`src/rtl/adder12s_pkg.sv`:
```
// adder12s_pkg: shared widths and constants for the adder12s tree and its consumers
package adder12s_pkg;
  localparam int SAMPLE_W = 12;
  localparam int SUM_W = 15;
  localparam int ADDER_LATENCY = 5;
  localparam int ROUND_OFS = 4;
  localparam int AVG_SHIFT = 3;
endpackage

```
`src/rtl/avg_fifo.sv`:
```
// avg_fifo: register-based synchronous FIFO; caller must not push when full unless also popping
module avg_fifo #(
  parameter int WIDTH = 12,
  parameter int DEPTH = 4
) (
  input  logic                     clk,
  input  logic                     rst,
  input  logic                     push,
  input  logic                     pop,
  input  logic [WIDTH-1:0]         din,
  output logic [WIDTH-1:0]         dout,
  output logic                     full,
  output logic                     empty,
  output logic [$clog2(DEPTH):0]   level
);
  localparam int AW = $clog2(DEPTH);
  logic [WIDTH-1:0] mem [DEPTH];
  logic [AW-1:0] wp, rp;
  logic do_pop;
  assign empty = level == '0;
  assign full = level == (AW+1)'(DEPTH);
  assign do_pop = pop && !empty;
  assign dout = empty ? '0 : mem[rp];
  always_ff @(posedge clk)
    if (push) mem[wp] <= din;
  always_ff @(posedge clk) begin
    if (rst) begin
      wp <= '0;
      rp <= '0;
      level <= '0;
    end else begin
      if (push) wp <= wp + 1'b1;
      if (do_pop) rp <= rp + 1'b1;
      level <= level + (AW+1)'(push) - (AW+1)'(do_pop);
    end
  end
endmodule

```
`src/rtl/adder12s_avg_out.sv`:
```
// adder12s_avg_out: validity tracking, rounded average, output FIFO, drop and peak reporting for adder12s
module adder12s_avg_out import adder12s_pkg::*; #(
  parameter int LATENCY = ADDER_LATENCY,
  parameter int DEPTH = 4
) (
  input  logic                        clk,
  input  logic                        rst,
  input  logic                        in_valid,
  input  logic signed [SUM_W-1:0]     sum,
  output logic signed [SAMPLE_W-1:0]  out_data,
  output logic                        out_valid,
  input  logic                        out_ready,
  output logic [$clog2(DEPTH):0]      level,
  output logic                        overflow,
  input  logic                        ovf_clr,
  output logic [7:0]                  drop_cnt,
  input  logic                        peak_clr,
  output logic signed [SAMPLE_W-1:0]  max_val,
  output logic signed [SAMPLE_W-1:0]  min_val,
  output logic                        peak_valid
);
  logic [LATENCY-1:0] vld_sr;
  logic vld_s, avg_vld, full, empty, pop, accept, drop;
  logic signed [SUM_W:0] rnd;
  logic signed [SAMPLE_W-1:0] avg;
  assign vld_s = vld_sr[LATENCY-1];
  assign rnd = {sum[SUM_W-1], sum} + (SUM_W+1)'(ROUND_OFS);
  assign out_valid = !empty;
  assign pop = out_valid && out_ready;
  // a full FIFO still takes the new average when the head leaves on the same edge
  assign accept = avg_vld && (!full || pop);
  assign drop = avg_vld && !accept;
  always_ff @(posedge clk) begin
    if (rst) begin
      vld_sr <= '0;
      avg <= '0;
      avg_vld <= 1'b0;
    end else begin
      vld_sr <= (vld_sr << 1) | LATENCY'(in_valid);
      avg <= vld_s ? SAMPLE_W'(rnd >>> AVG_SHIFT) : avg;
      avg_vld <= vld_s;
    end
  end
  always_ff @(posedge clk) begin
    if (rst || ovf_clr) begin
      overflow <= 1'b0;
      drop_cnt <= '0;
    end else if (drop) begin
      overflow <= 1'b1;
      drop_cnt <= drop_cnt + 8'(drop_cnt != 8'hff);
    end
  end
  always_ff @(posedge clk) begin
    if (rst) begin
      peak_valid <= 1'b0;
      max_val <= '0;
      min_val <= '0;
    end else if (accept) begin
      peak_valid <= 1'b1;
      max_val <= (!peak_valid || peak_clr || avg > max_val) ? avg : max_val;
      min_val <= (!peak_valid || peak_clr || avg < min_val) ? avg : min_val;
    end else if (peak_clr) begin
      peak_valid <= 1'b0;
    end
  end
  avg_fifo #(.WIDTH(SAMPLE_W), .DEPTH(DEPTH)) u_fifo (
    .clk   (clk),
    .rst   (rst),
    .push  (accept),
    .pop   (pop),
    .din   (avg),
    .dout  (out_data),
    .full  (full),
    .empty (empty),
    .level (level)
  );
endmodule

```
`config.mk`:
```
export PLATFORM = sky130hd
export DESIGN_NAME = adder12s_avg_out
export DESIGN_NICKNAME = d
export VERILOG_FILES = /design/src/rtl/adder12s_pkg.sv /design/src/rtl/avg_fifo.sv /design/src/rtl/adder12s_avg_out.sv
export SDC_FILE = /design/constraint.sdc
export NUM_CORES = 1
export LEC_CHECK = 0
export CAP_MARGIN = 25
export CORE_ASPECT_RATIO = 0.8
export CORE_MARGIN = 2
export CORE_UTILIZATION = 40
export CTS_CLUSTER_SIZE = 16
export DETAILED_ROUTE_END_ITERATION = 6
export GPL_TIMING_DRIVEN = 0
export PLACE_DENSITY = 0.71
export SKIP_CTS_REPAIR_TIMING = 1
export SLEW_MARGIN = 15
export SYNTH_ARGS = -nofsm -noshare
export SYNTH_HDL_FRONTEND = slang
export SYNTH_SLANG_ARGS = --single-unit
```
`constraint.sdc`:
```
create_clock -name clk -period 2.35 [get_ports clk]
set_input_delay 0.235 -clock clk [delete_from_list [all_inputs] [get_ports clk]]
set_output_delay 0.235 -clock clk [all_outputs]
set_load 0.01 [all_outputs]
```
Word level (Yosys, flattened, before mapping). Memory sizes are Yosys's and may differ from the RTL's. A register that Yosys moved wholly into a read port is not among the register bits. Index checks and enable logic that the tools add are counted.

Muxes and demuxes: 7. Bitwise operators: 1. Equality and inequality tests: 2. Magnitude comparators: 2. Divide/modulo/power cells: 0. $mul: 0. $add $sub $neg: 6. Reduce and logical (&&, ||, !) cells: 17. Shift-type cells: 0.

Operators by type and width (count): adder 15 x 4 -> 15 bit (second input constant) (1); > comparator 12 bit (1); < comparator 12 bit (1); 2-to-1 mux 12 bit (1); adder 8 x 1 -> 8 bit (1); != test 8 bit (second input constant) (1); logical OR 1 bit (5); bitwise OR 5 x 1 -> 5 bit (1); adder 2 x 1 -> 2 bit (second input constant) (2); logical AND 1 bit (4); zero test 1 bit (4); 2-to-1 mux 1 bit (4); 2-to-1 mux 2 bit (2); AND reduction 2 bit (2); adder 3 x 1 -> 3 bit (1); == test 3 bit (second input constant) (1); zero test 3 bit (1); subtractor 3 x 1 -> 3 bit (1); nonzero test 2 bit (1).

Memory bits (read-only): 0. Bits in latches: 0. Memories: 1. Bits in registers: 59. RAM bits: 48.

Memory list: u_fifo.mem (depth 4, bits a word 12, read ports 1, clocked after Yosys merged registers in 1, wr ports 1, line avg_fifo.sv:17) `logic [WIDTH-1:0] mem [DEPTH];`.

Logic depth before layout (Yosys ltp). Gate-level depths: netlist of run 1.

Depth in word-level cells: 7. Depth in mapped cells: 9. Depth with buffers taken out: 9.

By module. From an unflattened synthesis of run 1, not the netlist that was laid out.

Cell total of the unflattened synthesis: 425. Area, all modules: 5068.6 um2.

Modules (own cells, without submodules): adder12s_avg_out (cells each 304, area an instance 2780.2 um2, instances 1, seq. area each 1041.0 um2); avg_fifo (cells each 121, area an instance 2288.4 um2, instances 1, seq. area each 1621.6 um2).

Worst setup path after synthesis of run 1. No wires, ideal clock.

Kind: reg-to-reg. Start: register u_fifo.level[0]. End: register u_fifo.level[2]. Setup slack: 0.087 ns. Setup time: 0.115 ns. Cell stages (with the launch flop): 10. Required time: 2.235 ns. Arrival: 2.148 ns. Cell sequence: dfxtp_1 or3_1 and2_1 ha_1 inv_1 ha_1 fa_1 xnor2_1 xnor2_1 nor2_1.

RTL lines: start, declared (line avg_fifo.sv:14) `output logic [$clog2(DEPTH):0] level`; start signal, assigned (line avg_fifo.sv:34) `level <= level + (AW+1)'(push) - (AW+1)'(do_pop);`; zero test 3 bit (*) (line avg_fifo.sv:20) `assign empty = level == '0;`; zero test 1 bit (*) (line avg_fifo.sv:22, adder12s_avg_out.sv:28); logical AND 1 bit (line adder12s_avg_out.sv:29) `assign pop = out_valid && out_ready;`; logical AND 1 bit (*) (line avg_fifo.sv:22) `assign do_pop = pop && !empty;`; net u_fifo.do_pop (line avg_fifo.sv:19) `logic do_pop;`; subtractor 3 x 1 -> 3 bit (*) (line avg_fifo.sv:34).

The timed path passes the listed nets; every way through them passes the cells marked *. A chain may end at the register's enable or synchronous reset.

Worst setup path after layout of run 1.
Start: register u_fifo.level[1]. End: register u_fifo.level[2].

Same word-level chain as after synthesis.

==> summary.txt, run 1 <==
STA
  – Fin crit share: 97.7%
  – Final hold vios: 0
  – Worst slew pin tran: 0.652 ns
  – Relative slew slack: 56.5%
  – Setup TNS: 0 ns
  – Final worst path period need: 2.30 ns
  – Final Max Tran Viols: 0
  – Clk_skew: 0.00629 ns
  – Fmax: 436 MHz
  – Setup violators final: 0

Synth
  – Async set-reset flop share out of synthesis: 0%
  – Ys flop type: dfxtp_1
  – Synth Area in Adders: 8.39%
  – Largest family of logic cells by synthesized area: simple AND/OR/NAND/NOR gates
  – Synth Warn #: 0
  – Post-synth top cells: 61 x dfxtp_1, 48 x edfxtp_1, 43 x nor2_1
  – Register bit total from synthesis: 109
  – Mapped Area: 0.00501 sq mm
  – Post-Syn Instances: 425
  – Synth top area cells: edfxtp_1 29%, dfxtp_1 24%, ha_1 8.0%
  – Post-synth EDFFs: 48
  – Top-count cell post-synth: dfxtp_1
  – Post-synthesis cell type count: 42
  – XOR/XNOR share of the synthesized area: 3.49%
  – Post-synthesis compound-gate area fraction: 5.49%
  – Post-Syn Nets: 479
  – Register area share after synthesis: 53.1%
  – Mux share of post-synthesis cell area: 10.8%
  – Top cell type's share of synthesized area: 28.8%
  – Post-Syn Area per Cell: 11.8 sq um
  – Dominant cell type by area after synthesis: edfxtp_1
  – Synth Area in Simple Gates: 14.4%

Worst setup path
  – Critical path type: reg2reg
  – CP required: 2.59 ns
  – Internal reg-to-reg setup slack: 0.05 ns
  – CP Launch Point: u_fifo.level[1]$_SDFF_PP0_
  – Critical Path Fanout Max: 5
  – R2R cell count: 9
  – CP Launch Type: flop
  – Critical Path AT: 2.54 ns
  – Reg2Reg Launch Point: u_fifo.level[1]$_SDFF_PP0_
  – Setup crit end kind: flop
  – Reg-to-Reg End: u_fifo.level[2]$_SDFF_PP0_

Detailed routing
  – WL per Instance: 14.9 um
  – Via/cell ratio: 4.86
  – Post-Route WL: 10200 um
  – Wl on met1: 4670 um
  – DR vias: 3317
  – Drt pass-1 iters: 4
  – DRC Markers: 0
  – WL met3: 418 um
  – Highest metal used: met4
  – ANT nets after route: 0
  – DR iter-0 viols: 162
  – Met2 WL: 4950 um

Clocking
  – Clk slew on worst S/H paths: 0.07 ns
  – Clk_lat worst skew: 0.35 ns
  – Clk root buf: clkbuf_16
  – CTS buffer count: 9
  – CTS tree: done
  – CTS Sinks: 109
  – # H-tree levels: 3
  – CTS max path bufs: 2

Die
  – Die Y-Extent: 104 um
  – Die width: 129 um
  – Top Ports: 71
  – Core box area: 0.0122 sq mm
  – Starting density of the core: 41.1%
  – Die area: 0.0134 sq mm
  – Rows: 36

Pwr
  – Power, Total: 0.00457 W
  – Pwr/cell area: 728 mW/mm^2
  – VDD IR-drop max: 0.000423 V
  – Pleak: 2.29 nW

Layout
  – Final Net Count: 560
  – Antenna diodes: 0
  – Layout cells sized above 1: 11.7%
  – Fin area: 0.00628 sq mm
  – Filler instances: 1087
  – Layout Cells excl Fill: 682
  – Final core utilization: 51.4%
  – Synthesis-to-layout area growth: 25.2%

GRT
  – Number of global-route vias before repair: 3195
  – Pin count of the biggest net entering global routing: 18
  – Initial antenna violation count: 0
  – First-pass GRT wire length: 16200 um
  – GR Util All Layers: 15.6%
  – Gr ovfl total: 0

Place
  – Port bufs: 67
  – DP Cell Count: 663
  – Final HPWL DP: 7480 um
  – Placed Area: 0.00590 sq mm
  – Routability cong.: 0.765

Worst hold path
  – Hold path depth: 3
  – Hold WC Path Type: in2reg
  – WHS Endpoint: u_fifo.level[1]$_SDFF_PP0_
  – Min-delay src: rst

Flow run
  – Max Cap Viol: 0

Outcome
  – Status: complete, no violations
## metrics by stage
step | setup slack (ns) | hold WS, ns
global route | -0.0370 | 0.450
CTS | -0.283 | 0.433
global placement | -0.244 | 0.420
floorplan | 0.0873 | 0.363
finish | 0.0543 | 0.421
detailed placement | -0.286 | 0.429
## flip-flops by register name (all words and copies together) (netlist names), named ones only
| signal | cells |
|---|---|
| u_fifo.wp | 2 |
| max_val | 12 |
| avg_vld | 1 |
| u_fifo.mem | 48 |
| u_fifo.level | 3 |
| overflow | 1 |
| min_val | 12 |
| avg | 12 |
| peak_valid | 1 |
| drop_cnt | 8 |
| vld_sr | 5 |
| u_fifo.rp | 2 |
## report_power, final
group	switching [W]	leakage [nW]	total (W)	internal [W]
Clock	0.000636	0.139	0.00141	0.000779
Sequential	0.0000651	0.939	0.00209	0.00202
Combinational	0.000428	1.21	0.00107	0.000643
## worst max-delay path by stage
stage / slack [ns] / endpoint
floorplan: 0.09 / u_fifo.level[2]$_SDFF_PP0_
global placement: -0.24 / u_fifo.level[2]$_SDFF_PP0_
detailed placement: -0.29 / u_fifo.level[2]$_SDFF_PP0_
CTS: -0.28 / out_data[1]
global route: -0.04 / u_fifo.level[2]$_SDFF_PP0_
finish: 0.05 / u_fifo.level[2]$_SDFF_PP0_
## logic make-up after synthesis
kind of cell	after synthesis
buffers and inverters	48
AND/OR/NAND/NOR	135
AO/OA/AOI/OAI	41
adder cells (fa/ha/maj)	33
XOR/XNOR	20
multiplexers	39
flip-flops	109
## worst max-delay path: stages, from the launching register on
cell,delay (ns)
dfxtp_2,0.35
or3_4,0.43
and2_4,0.19
ha_1,0.27
inv_1,0.04
ha_1,0.19
fa_2,0.36
xnor2_2,0.17
xnor2_1,0.13
nor2_1,0.05
## cells in the final DEF (no fill, tap or decap), types with 3 or more instances in the layout
cell	netlist	layout
edfxtp_1	48	48
a21oi_1	12	11
nand2_1	11	11
mux4_2	12	12
clkbuf_16	0	10
dfxtp_1	61	50
clkbuf_1	9	10
nor2_1	43	43
mux2i_1	27	27
a21o_1	3	3
buf_4	3	5
and3_1	5	5
a211oi_1	11	11
inv_1	31	31
nand3_1	6	6
clkdlybuf4s50_1	0	65
xnor2_1	10	9
and2_1	18	17
o21ai_0	4	4
nor2b_1	9	9
dfxtp_2	0	8
xor2_1	10	10
nand2b_1	26	25
nand4_1	6	6
ha_1	32	32
buf_6	3	4
dfxtp_4	0	3
## per-layer routing
metal	GRT usage, %	vias up
met5	0	-
met4	4.50	0
met3	3.60	14
met2	25.6	60
met1	20.7	1602
li1	-	1641
## area by class of cell
class | instances | area (sq um) | area share [%]
sequential | 109 | 2680 | 42.8
multi-input combinational | 268 | 2160 | 34.5
timing repair buffer | 70 | 702 | 11.2
clock buffer | 12 | 258 | 4.11
tap | 171 | 214 | 3.41
buffer | 17 | 116 | 1.85
inverter | 31 | 116 | 1.85
clock inverter | 4 | 22.5 | 0.359
No activity file was read; power rests on OpenSTA's default activity.
==> inputs of run 2 (changes only) <==
--- a/config.mk
+++ b/config.mk
@@ -12,7 +12,7 @@
 export CTS_CLUSTER_SIZE = 16
 export DETAILED_ROUTE_END_ITERATION = 6
 export GPL_TIMING_DRIVEN = 0
-export PLACE_DENSITY = 0.71
+export PLACE_DENSITY = 0.69
 export SKIP_CTS_REPAIR_TIMING = 1
 export SLEW_MARGIN = 15
 export SYNTH_ARGS = -nofsm -noshare
==> constraint.sdc (replaced) <==
create_clock -name clk -period 2.3 [get_ports clk]
set_input_delay 0.23 -clock clk [delete_from_list [all_inputs] [get_ports clk]]
set_output_delay 0.23 -clock clk [all_outputs]
set_load 0.01 [all_outputs]
==> run 2 against run 1 <==
Largest cell class unchanged. Utilization increased by 1.5 points. Critical endpoint unchanged. Register-to-register slack barely moved. Critical path type unchanged. Clock-buffer cell count fell by 2. Via count shrank 1.9%. Highest routed layer unchanged. Sequential cell count unchanged. Power grew 10%. First-iteration DRC count is 38% lower. Die area stayed put.
==> summary.txt, run 2 (synthesis gave the netlist of run 1 again) <==
Die
  – Core box area: 0.0122 sq mm
  – Die Y-Extent: 104 um
  – Die width: 129 um
  – Top Ports: 71
  – Starting density of the core: 41.1%
  – Die area: 0.0134 sq mm
  – Rows: 36

Pwr
  – Sw power: 0.00118 W
  – Clk pwr share: 34.3%
  – Pwr/cell area: 781 mW/mm^2
  – VDD IR-drop max: 0.000359 V
  – Internal power: 0.00386 W
  – Pleak: 2.46 nW
  – Gate power share: 23.4%
  – Sequential Power Share: 42.3%
  – Sw Share: 23.5%

Worst setup path
  – Worst path most repeated cell: ha_4
  – Slowest cell on crit path: or3_4
  – Critical Path Fanout Max: 5
  – CP required: 2.54 ns
  – CP bufs+invs: 1
  – CP top delay family: adder cells
  – Cells along the critical path: or3_4, and2_4, ha_4, inv_2, ha_4, fa_2, xnor2_2, xnor2_1, nor2_1
  – Critical Path AT: 2.48 ns
  – Critical path type: reg2reg
  – Setup crit end kind: flop
  – Slowest stage delay, CP: 0.41 ns
  – CP Launch Type: flop

Outcome
  – Status: complete, no violations

Layout
  – Footprint of the multi-input gates: 0.00224 sq mm
  – Largest Register: u_fifo.mem
  – Final Net Count: 561
  – Antenna diodes: 0
  – Most frequent cells in the layout: 57 x clkdlybuf4s50_1, 50 x dfxtp_1, 48 x edfxtp_1
  – Layout cells sized above 1: 13.9%
  – Filler instances: 1064
  – Commonest non-fill, non-tap cell in the layout: clkdlybuf4s50_1
  – Max FFs per register: 48
  – Synthesis-to-layout area growth: 28.8%
  – FF+latch area: 0.00268 sq mm

STA
  – Final hold vios: 0
  – Hold Slack: 0.415 ns
  – Fmax: 448 MHz
  – Fin crit share: 97.1%
  – Final Max Tran Viols: 0
  – Setup violators final: 0
  – RSZ-0062 raised after global routing: true
  – Final worst path period need: 2.23 ns
  – Setup TNS: 0 ns
  – Relative slew slack: 58.7%
  – Worst slew pin tran: 0.620 ns
  – Clk_skew: 0.00715 ns

Clocking
  – Clk_lat worst skew: 0.34 ns
  – CTS buffer count: 9
  – # H-tree levels: 3
  – CTS tree: done
  – Clk slew on worst S/H paths: 0.07 ns
  – Clk root buf: clkbuf_16
  – CTS Sinks: 109
  – CTS max path bufs: 2

Detailed routing
  – WL per Instance: 14.4 um
  – DRC Markers: 0
  – Post-Route WL: 9840 um
  – ANT nets after route: 0
  – DR vias: 3255
  – Drt pass-1 iters: 4
  – Via/cell ratio: 4.77
  – DR iter-0 viols: 101

Place
  – Final HPWL DP: 7260 um
  – Port bufs: 67
  – Routability cong.: 0.800

GRT
  – GR Util All Layers: 15.3%
  – Initial antenna violation count: 0
  – First-pass GRT wire length: 16100 um
  – Gr ovfl total: 0
  – Pin count of the biggest net entering global routing: 19
  – Number of global-route vias before repair: 3301

Worst hold path
  – Hold WC Path Type: in2reg

Flow run
  – Max Cap Viol: 0
## run 2: final timing paths
path,startpoint,end,slack [ns],depth (start not counted)
setup / recovery,u_fifo.level[1]$_SDFF_PP0_,u_fifo.level[2]$_SDFF_PP0_,0.07,9
hold / removal,rst,u_fifo.level[0]$_SDFF_PP0_,0.41,3
setup reg to reg,u_fifo.level[1]$_SDFF_PP0_,u_fifo.level[2]$_SDFF_PP0_,0.07,9
hold reg to reg,vld_sr[1]$_SDFF_PP0_,vld_sr[2]$_SDFF_PP0_,0.44,1
## run 2: metrics by stage
step	utilization, %	cells	setup slack (ns)	total power (W)	instance area (sq um)
finish	52.9	683	0.0656	0.00504	6450
global route	52.9	683	-0.0297	0.00527	6450
CTS	51.1	679	-0.302	0.00492	6240
detailed placement	48.3	663	-0.355	0.00319	5900
global placement	48.3	663	-0.298	0.00316	5900
floorplan	-	425	0.0373	0.00274	5010
## run 2: metal layers
| layer | GRT usage (%) | part of all wire, % | vias to the layer above |
|---|---|---|---|
| met2 | 25.2 | 48 | 53 |
| met5 | 0 | 0 | - |
| li1 | - | - | 1649 |
| met1 | 20.1 | 47 | 1543 |
| met3 | 3.76 | 3.5 | 10 |
| met4 | 4.19 | 1.2 | 0 |
## run 2: layout make-up
type                            instances  area share [%]
Buffer                                 17            1.88
Clock buffer                           10            3.55
Clock inverter                          6            1.71
Inverter                               31            1.80
Multi-Input combinational cell        268            34.7
Sequential cell                       109            41.5
Tap cell                              171            3.31
Timing Repair Buffer                   71            11.5
## run 2: worst register-to-register path: stages (launching register included)
cell     delay, ns
dfxtp_4       0.36
or3_4         0.41
and2_4        0.16
ha_4          0.26
inv_2         0.04
ha_4          0.15
fa_2          0.39
xnor2_2       0.14
xnor2_1       0.16
nor2_1        0.06
## run 2: power groups by stage
stage | clock network [W] | logic, W | registers [W]
after floorplan | 0 | 0.000588 | 0.00215
after global placement | 0 | 0.00101 | 0.00215
after detailed placement | 0 | 0.00104 | 0.00216
after CTS | 0.00177 | 0.00104 | 0.00211
after global routing | 0.00184 | 0.00129 | 0.00214
final | 0.00173 | 0.00118 | 0.00213
==> inputs of run 3 (changes only) <==
==> constraint.sdc (replaced) <==
create_clock -name clk -period 2.15 [get_ports clk]
set_input_delay 0.215 -clock clk [delete_from_list [all_inputs] [get_ports clk]]
set_output_delay 0.215 -clock clk [all_outputs]
set_load 0.01 [all_outputs]
==> run 3 against run 2 <==
The run now ends with negative setup slack left. Via count increased by 4.2%. Highest routed layer unchanged. Sequential power increased by 7%. Global-route usage increased by 0.88 points. Critical endpoint unchanged. Clock power decreased by 13%. Routed wire length increased by 7.9%.
==> summary.txt, run 3 (synthesis gave the netlist of run 1 again) <==
Outcome
  – Status: finished with violations
  – Failing checks: negative setup slack

Layout
  – Final core utilization: 54.3%
  – Final Net Count: 578
  – Synthesis-to-layout area growth: 32.2%
  – Largest Register: u_fifo.mem
  – Most frequent cells in the layout: 56 x clkdlybuf4s50_1, 48 x edfxtp_1, 43 x nor2_1
  – Commonest non-fill, non-tap cell in the layout: clkdlybuf4s50_1
  – Max FFs per register: 48
  – Antenna diodes: 0
  – Layout cells sized above 1: 20.6%
  – Fin area: 0.00662 sq mm

Pwr
  – Gate power share: 24.9%
  – Pwr/cell area: 761 mW/mm^2
  – Sw Share: 25.0%
  – Clk pwr share: 29.9%
  – Power, Total: 0.00504 W
  – VDD IR-drop max: 0.000389 V
  – Sw power: 0.00126 W
  – Pleak: 2.53 nW
  – Internal power: 0.00378 W
  – Sequential Power Share: 45.2%

Place
  – Placed Area: 0.00591 sq mm
  – Port bufs: 67
  – Setup WS pre-CTS: -0.398 ns
  – Final HPWL DP: 7450 um
  – Routability cong.: 0.765

GRT
  – Pin count of the biggest net entering global routing: 17
  – Number of global-route vias before repair: 3352
  – First-pass GRT wire length: 16900 um
  – Gr ovfl total: 0
  – GR Util All Layers: 16.2%
  – Initial antenna violation count: 0

Worst setup path
  – Critical Path AT: 2.44 ns
  – Critical Path Fanout Max: 4
  – CP required: 2.39 ns
  – Internal reg-to-reg setup slack: -0.05 ns
  – R2R cell count: 9
  – Critical path type: reg2reg
  – Reg2Reg Launch Point: u_fifo.level[1]$_SDFF_PP0_
  – Reg-to-Reg End: u_fifo.level[2]$_SDFF_PP0_
  – Setup crit end kind: flop
  – CP Launch Type: flop

Die
  – Rows: 36
  – Die area: 0.0134 sq mm
  – Starting density of the core: 41.1%
  – Core box area: 0.0122 sq mm
  – Top Ports: 71
  – Die Y-Extent: 104 um
  – Die width: 129 um

STA
  – Fin crit share: 102%
  – Final hold vios: 0
  – Worst slew pin tran: 0.645 ns
  – Fmax: 455 MHz
  – RSZ-0062 raised after global routing: true
  – Setup violators final: 2
  – Relative slew slack: 57.0%
  – Final worst path period need: 2.20 ns
  – Worst setup margin: -0.0474 ns
  – Clk_skew: 0.00517 ns
  – Final Max Tran Viols: 0

Flow run
  – Max Cap Viol: 0

Clocking
  – CTS buffer count: 9
  – Clk root buf: clkbuf_16
  – Clk_lat worst skew: 0.35 ns
  – CTS Sinks: 109
  – CTS tree: done
  – Clk slew on worst S/H paths: 0.07 ns
  – # H-tree levels: 3
  – CTS max path bufs: 2

Detailed routing
  – Via/cell ratio: 4.85
  – DR vias: 3393
  – DR iter-0 viols: 153
  – ANT nets after route: 0
  – WL per Instance: 15.2 um
  – Drt pass-1 iters: 4
  – DRC Markers: 0
  – Post-Route WL: 10600 um

Worst hold path
  – Min-delay src: in_valid
  – Hold WC Path Type: in2reg
  – WHS Endpoint: vld_sr[0]$_SDFF_PP0_
  – Hold path depth: 2
run 3: metrics by stage:
stage / hold slack (ns) / instances / setup TNS [ns]
final: 0.420 / 700 / -0.0632
after global routing: 0.419 / 700 / -0.295
after CTS: 0.406 / 679 / -9.14
after detailed placement: 0.424 / 663 / -9.84
after global placement: 0.420 / 663 / -7.82
after floorplan: 0.343 / 425 / 0
run 3: worst max-delay path by stage:
stage	startpoint	end	slack [ns]
floorplan	u_fifo.level[0]$_SDFF_PP0_	u_fifo.level[2]$_SDFF_PP0_	0.01
finish	u_fifo.level[1]$_SDFF_PP0_	u_fifo.level[2]$_SDFF_PP0_	-0.05
global route	u_fifo.level[1]$_SDFF_PP0_	u_fifo.level[2]$_SDFF_PP0_	-0.11
CTS	flop	out_data[7]	-0.45
global placement	out_ready	u_fifo.level[2]$_SDFF_PP0_	-0.39
detailed placement	out_ready	u_fifo.level[2]$_SDFF_PP0_	-0.40
run 3: worst max-delay path, cell delays in order, from the launching register on:
cell	delay (ns)
dfxtp_4	0.36
or3_4	0.39
and2_4	0.17
ha_4	0.26
inv_2	0.04
ha_4	0.15
fa_2	0.37
xnor2_2	0.17
xnor2_1	0.13
nor2_1	0.06
run 3: final cells by class:
class | instances | area, sq um
Timing Repair Buffer | 88 | 860
Clock inverter | 4 | 23.8
Tap cell | 171 | 214
Inverter | 31 | 116
Sequential cell | 109 | 2720
Buffer | 17 | 130
Multi-Input combinational cell | 268 | 2310
Fill cell | 1030 | 5580
Clock buffer | 12 | 246
run 3: power by group through the flow:
| stage | Sequential [W] | Combinational [W] | Clock, W |
|---|---|---|---|
| after CTS | 0.00227 | 0.00112 | 0.00155 |
| after global routing | 0.00229 | 0.00136 | 0.00163 |
| after global placement | 0.00231 | 0.00109 | 0 |
| final | 0.00228 | 0.00125 | 0.00151 |
| after floorplan | 0.00231 | 0.000652 | 0 |
| after detailed placement | 0.00231 | 0.00112 | 0 |
run 3: per-layer routing:
metal,GRT usage [%],up-vias,wire [um]
met1,21.1,1633,4840
met2,26.2,69,5160
li1,-,1682,-
met4,5.59,0,99
met5,0,-,0
met3,4.01,9,517
==> RTL change: new RTL, settings of run 2 <==
`DEPTH` is set to 4 in 2 places; all go to 8.
--- a/src/rtl/avg_fifo.sv
+++ b/src/rtl/avg_fifo.sv
@@ -2,5 +2,5 @@
 module avg_fifo #(
   parameter int WIDTH = 12,
-  parameter int DEPTH = 4
+  parameter int DEPTH = 8
 ) (
   input  logic                     clk,
--- a/src/rtl/adder12s_avg_out.sv
+++ b/src/rtl/adder12s_avg_out.sv
@@ -2,5 +2,5 @@
 module adder12s_avg_out import adder12s_pkg::*; #(
   parameter int LATENCY = ADDER_LATENCY,
-  parameter int DEPTH = 4
+  parameter int DEPTH = 8
 ) (
   input  logic                        clk,
Interface: changed (resized level); port bits go from 71 to 72. No check against the original RTL was run, so the function may have changed too.
==> RTL change against run 2 <==
- the run now ends with setup timing left
- sequential cell count is 52 higher
- combinational power is 72% higher
- global-route usage is 3.2 points higher
- wire length is 84% higher
- cell area is 47% higher
- non-clock buffer count is 37 higher
- synthesized area is 48% higher
- setup slack worse by 0.13 ns
- sequential share of layout area is 2.7 points higher
- power is 59% higher
- largest cell class unchanged
==> RTL change: results (changes against run 2) <==
Outcome
  – Outcome: finished, violations left (was completed)
  – Failing checks: setup timing

Critical path
  – Slowest-stage cell, CP: fa_2 (was or3_4)
  – Signal arrival time at the worst endpoint: 2.71 ns (was 2.48 ns)
  – Crit-path max FO: 7 (was 5)
  – Worst path max stage delay: 0.51 ns (was 0.41 ns)

Placed design
  – Port Buf Inserts: 69 (was 67)
  – GPL Wtd Cong: 0.894 (was 0.800)
  – Post-placement cell area: 8540 um2 (was 5900 um2)
  – Post-detail-place hpwl: 12,300 um (was 7260 um)
  – Placed cell count: 916 (was 663)
  – Place WS: -0.727 ns (was -0.355 ns)

Global routing
  – Vias in the first global route: 5,048 (was 3,301)
  – GRT Total Usage: 18.6% (was 15.3%)
  – Initial antenna violation count: 0 (unchanged)
  – Largest net degree at the start of global routing: 17 (was 19)
  – First-pass GRT wire length: 27,200 um (was 16,100 um)

Clock network
  – Root buffer cell: clkbuf_16 (unchanged)
  – TritonCTS Buffers: 17 (was 9)
  – Worst-skew pair later-pin latency: 0.42 ns (was 0.34 ns)

Synth
  – Number of synthesized flops with an enable pin: 96 (was 48)
  – Sequential cell area fraction in the yosys report: 56.3% (was 53.1%)
  – Area contributors post-synth: edfxtp_1, dfxtp_1, mux4_2 (was edfxtp_1, dfxtp_1, ha_1)
  – Syn nets: 669 (was 479)
  – Cells after Synth: 613 (was 425)
  – Commonest cells in the synthesized netlist: edfxtp_1, nor2_1, dfxtp_1, nand2b_1, ha_1 (was dfxtp_1, edfxtp_1, nor2_1, ha_1, inv_1)
  – Post-synth cell types: 49 (was 42)

Pwr
  – Worst IR drop on VDD: 0.439 mV (was 0.359 mV)
  – Leakage: 3.33 nW (was 2.46 nW)

Route
  – Via density: 5.27 (was 4.77)
  – Initial DRC count: 254 (was 101)
  – Drt wl/cell: 18.6 um (was 14.4 um)

Timing
  – Worst-Margin Slew: 0.658 ns (was 0.620 ns)
  – Skew final: 0.00754 ns (was 0.00715 ns)
  – Final WS setup: -0.0619 ns (was 0.0656 ns)
  – Finish-stage setup viols: 2 (was 0)
  – Setup TNS Final: -0.0788 ns (was 0 ns)

Final layout
  – Ratio of cells with drive above 1 in the final layout: 19.1% (was 13.9%)
  – Biggest register: u_fifo.mem (unchanged)
  – Largest register FFs: 96 (was 48)
  – Nets: 782 (was 561)
  – Fill cell count: 1,539 (was 1,064)
  – Non-filler cells, final: 969 (was 683)
[RTL change: cell count changes in the layout (fill, tap and decap cells not counted), moves of 12 or more]
cell and delta:
nand2b_1 +15, nand2_1 +14, nor2_1 +26, o22ai_1 +12
o211ai_1 +14, nor3_1 +14, edfxtp_1 +48, mux4_2 +12
buf_4 +16, and2_1 -17
[RTL change: final cells by class]
class	count	area [um2]	area share, %
Buffer	30	195	2.05
Clock buffer	21	440	4.63
Tap cell	230	288	3.03
Sequential cell	161	4210	44.3
Clock inverter	11	136	1.43
Timing Repair Buffer	95	926	9.74
Multi-Input combinational cell	388	3190	33.5
Inverter	33	129	1.36
[RTL change: final timing paths]
path	start	to	slack [ns]	cells past startpoint
setup / recovery	u_fifo.level[2]	u_fifo.level[1]	-0.06	9
setup reg to reg	u_fifo.level[2]	u_fifo.level[1]	-0.06	9
hold reg to reg	vld_sr[3]	vld_sr[4]	0.43	1
hold / removal	in_valid	vld_sr[0]	0.37	2
[RTL change: kinds of logic (layout without fill, tap and decap cells)]
logic type | Yosys count | in the layout | synth area share [%]
simple gates | 200 | 200 | 13.5
flops | 161 | 161 | 56.3
compound gates | 81 | 81 | 7.34
buf+inv | 64 | 190 | 3.48
mux | 51 | 51 | 10.9
fa+ha+maj | 35 | 35 | 5.99
xor+xnor | 21 | 21 | 2.47
[RTL change: routing by layer]
| metal | GRT usage [%] | part of all wire, % |
|---|---|---|
| met3 | 4.44 | 5.0 |
| met1 | 24.9 | 46 |
| met4 | 6.04 | 1.0 |
| met2 | 29.8 | 48 |
| met5 | 0 | 0 |
[RTL change: where the power goes]
group / switching, mW / internal, mW / total [mW]
Combinational: 0.940 / 1.09 / 2.03
Sequential: 0.0786 / 3.10 / 3.18
Clock: 1.10 / 1.70 / 2.79
Total: 2.12 / 5.89 / 8.01
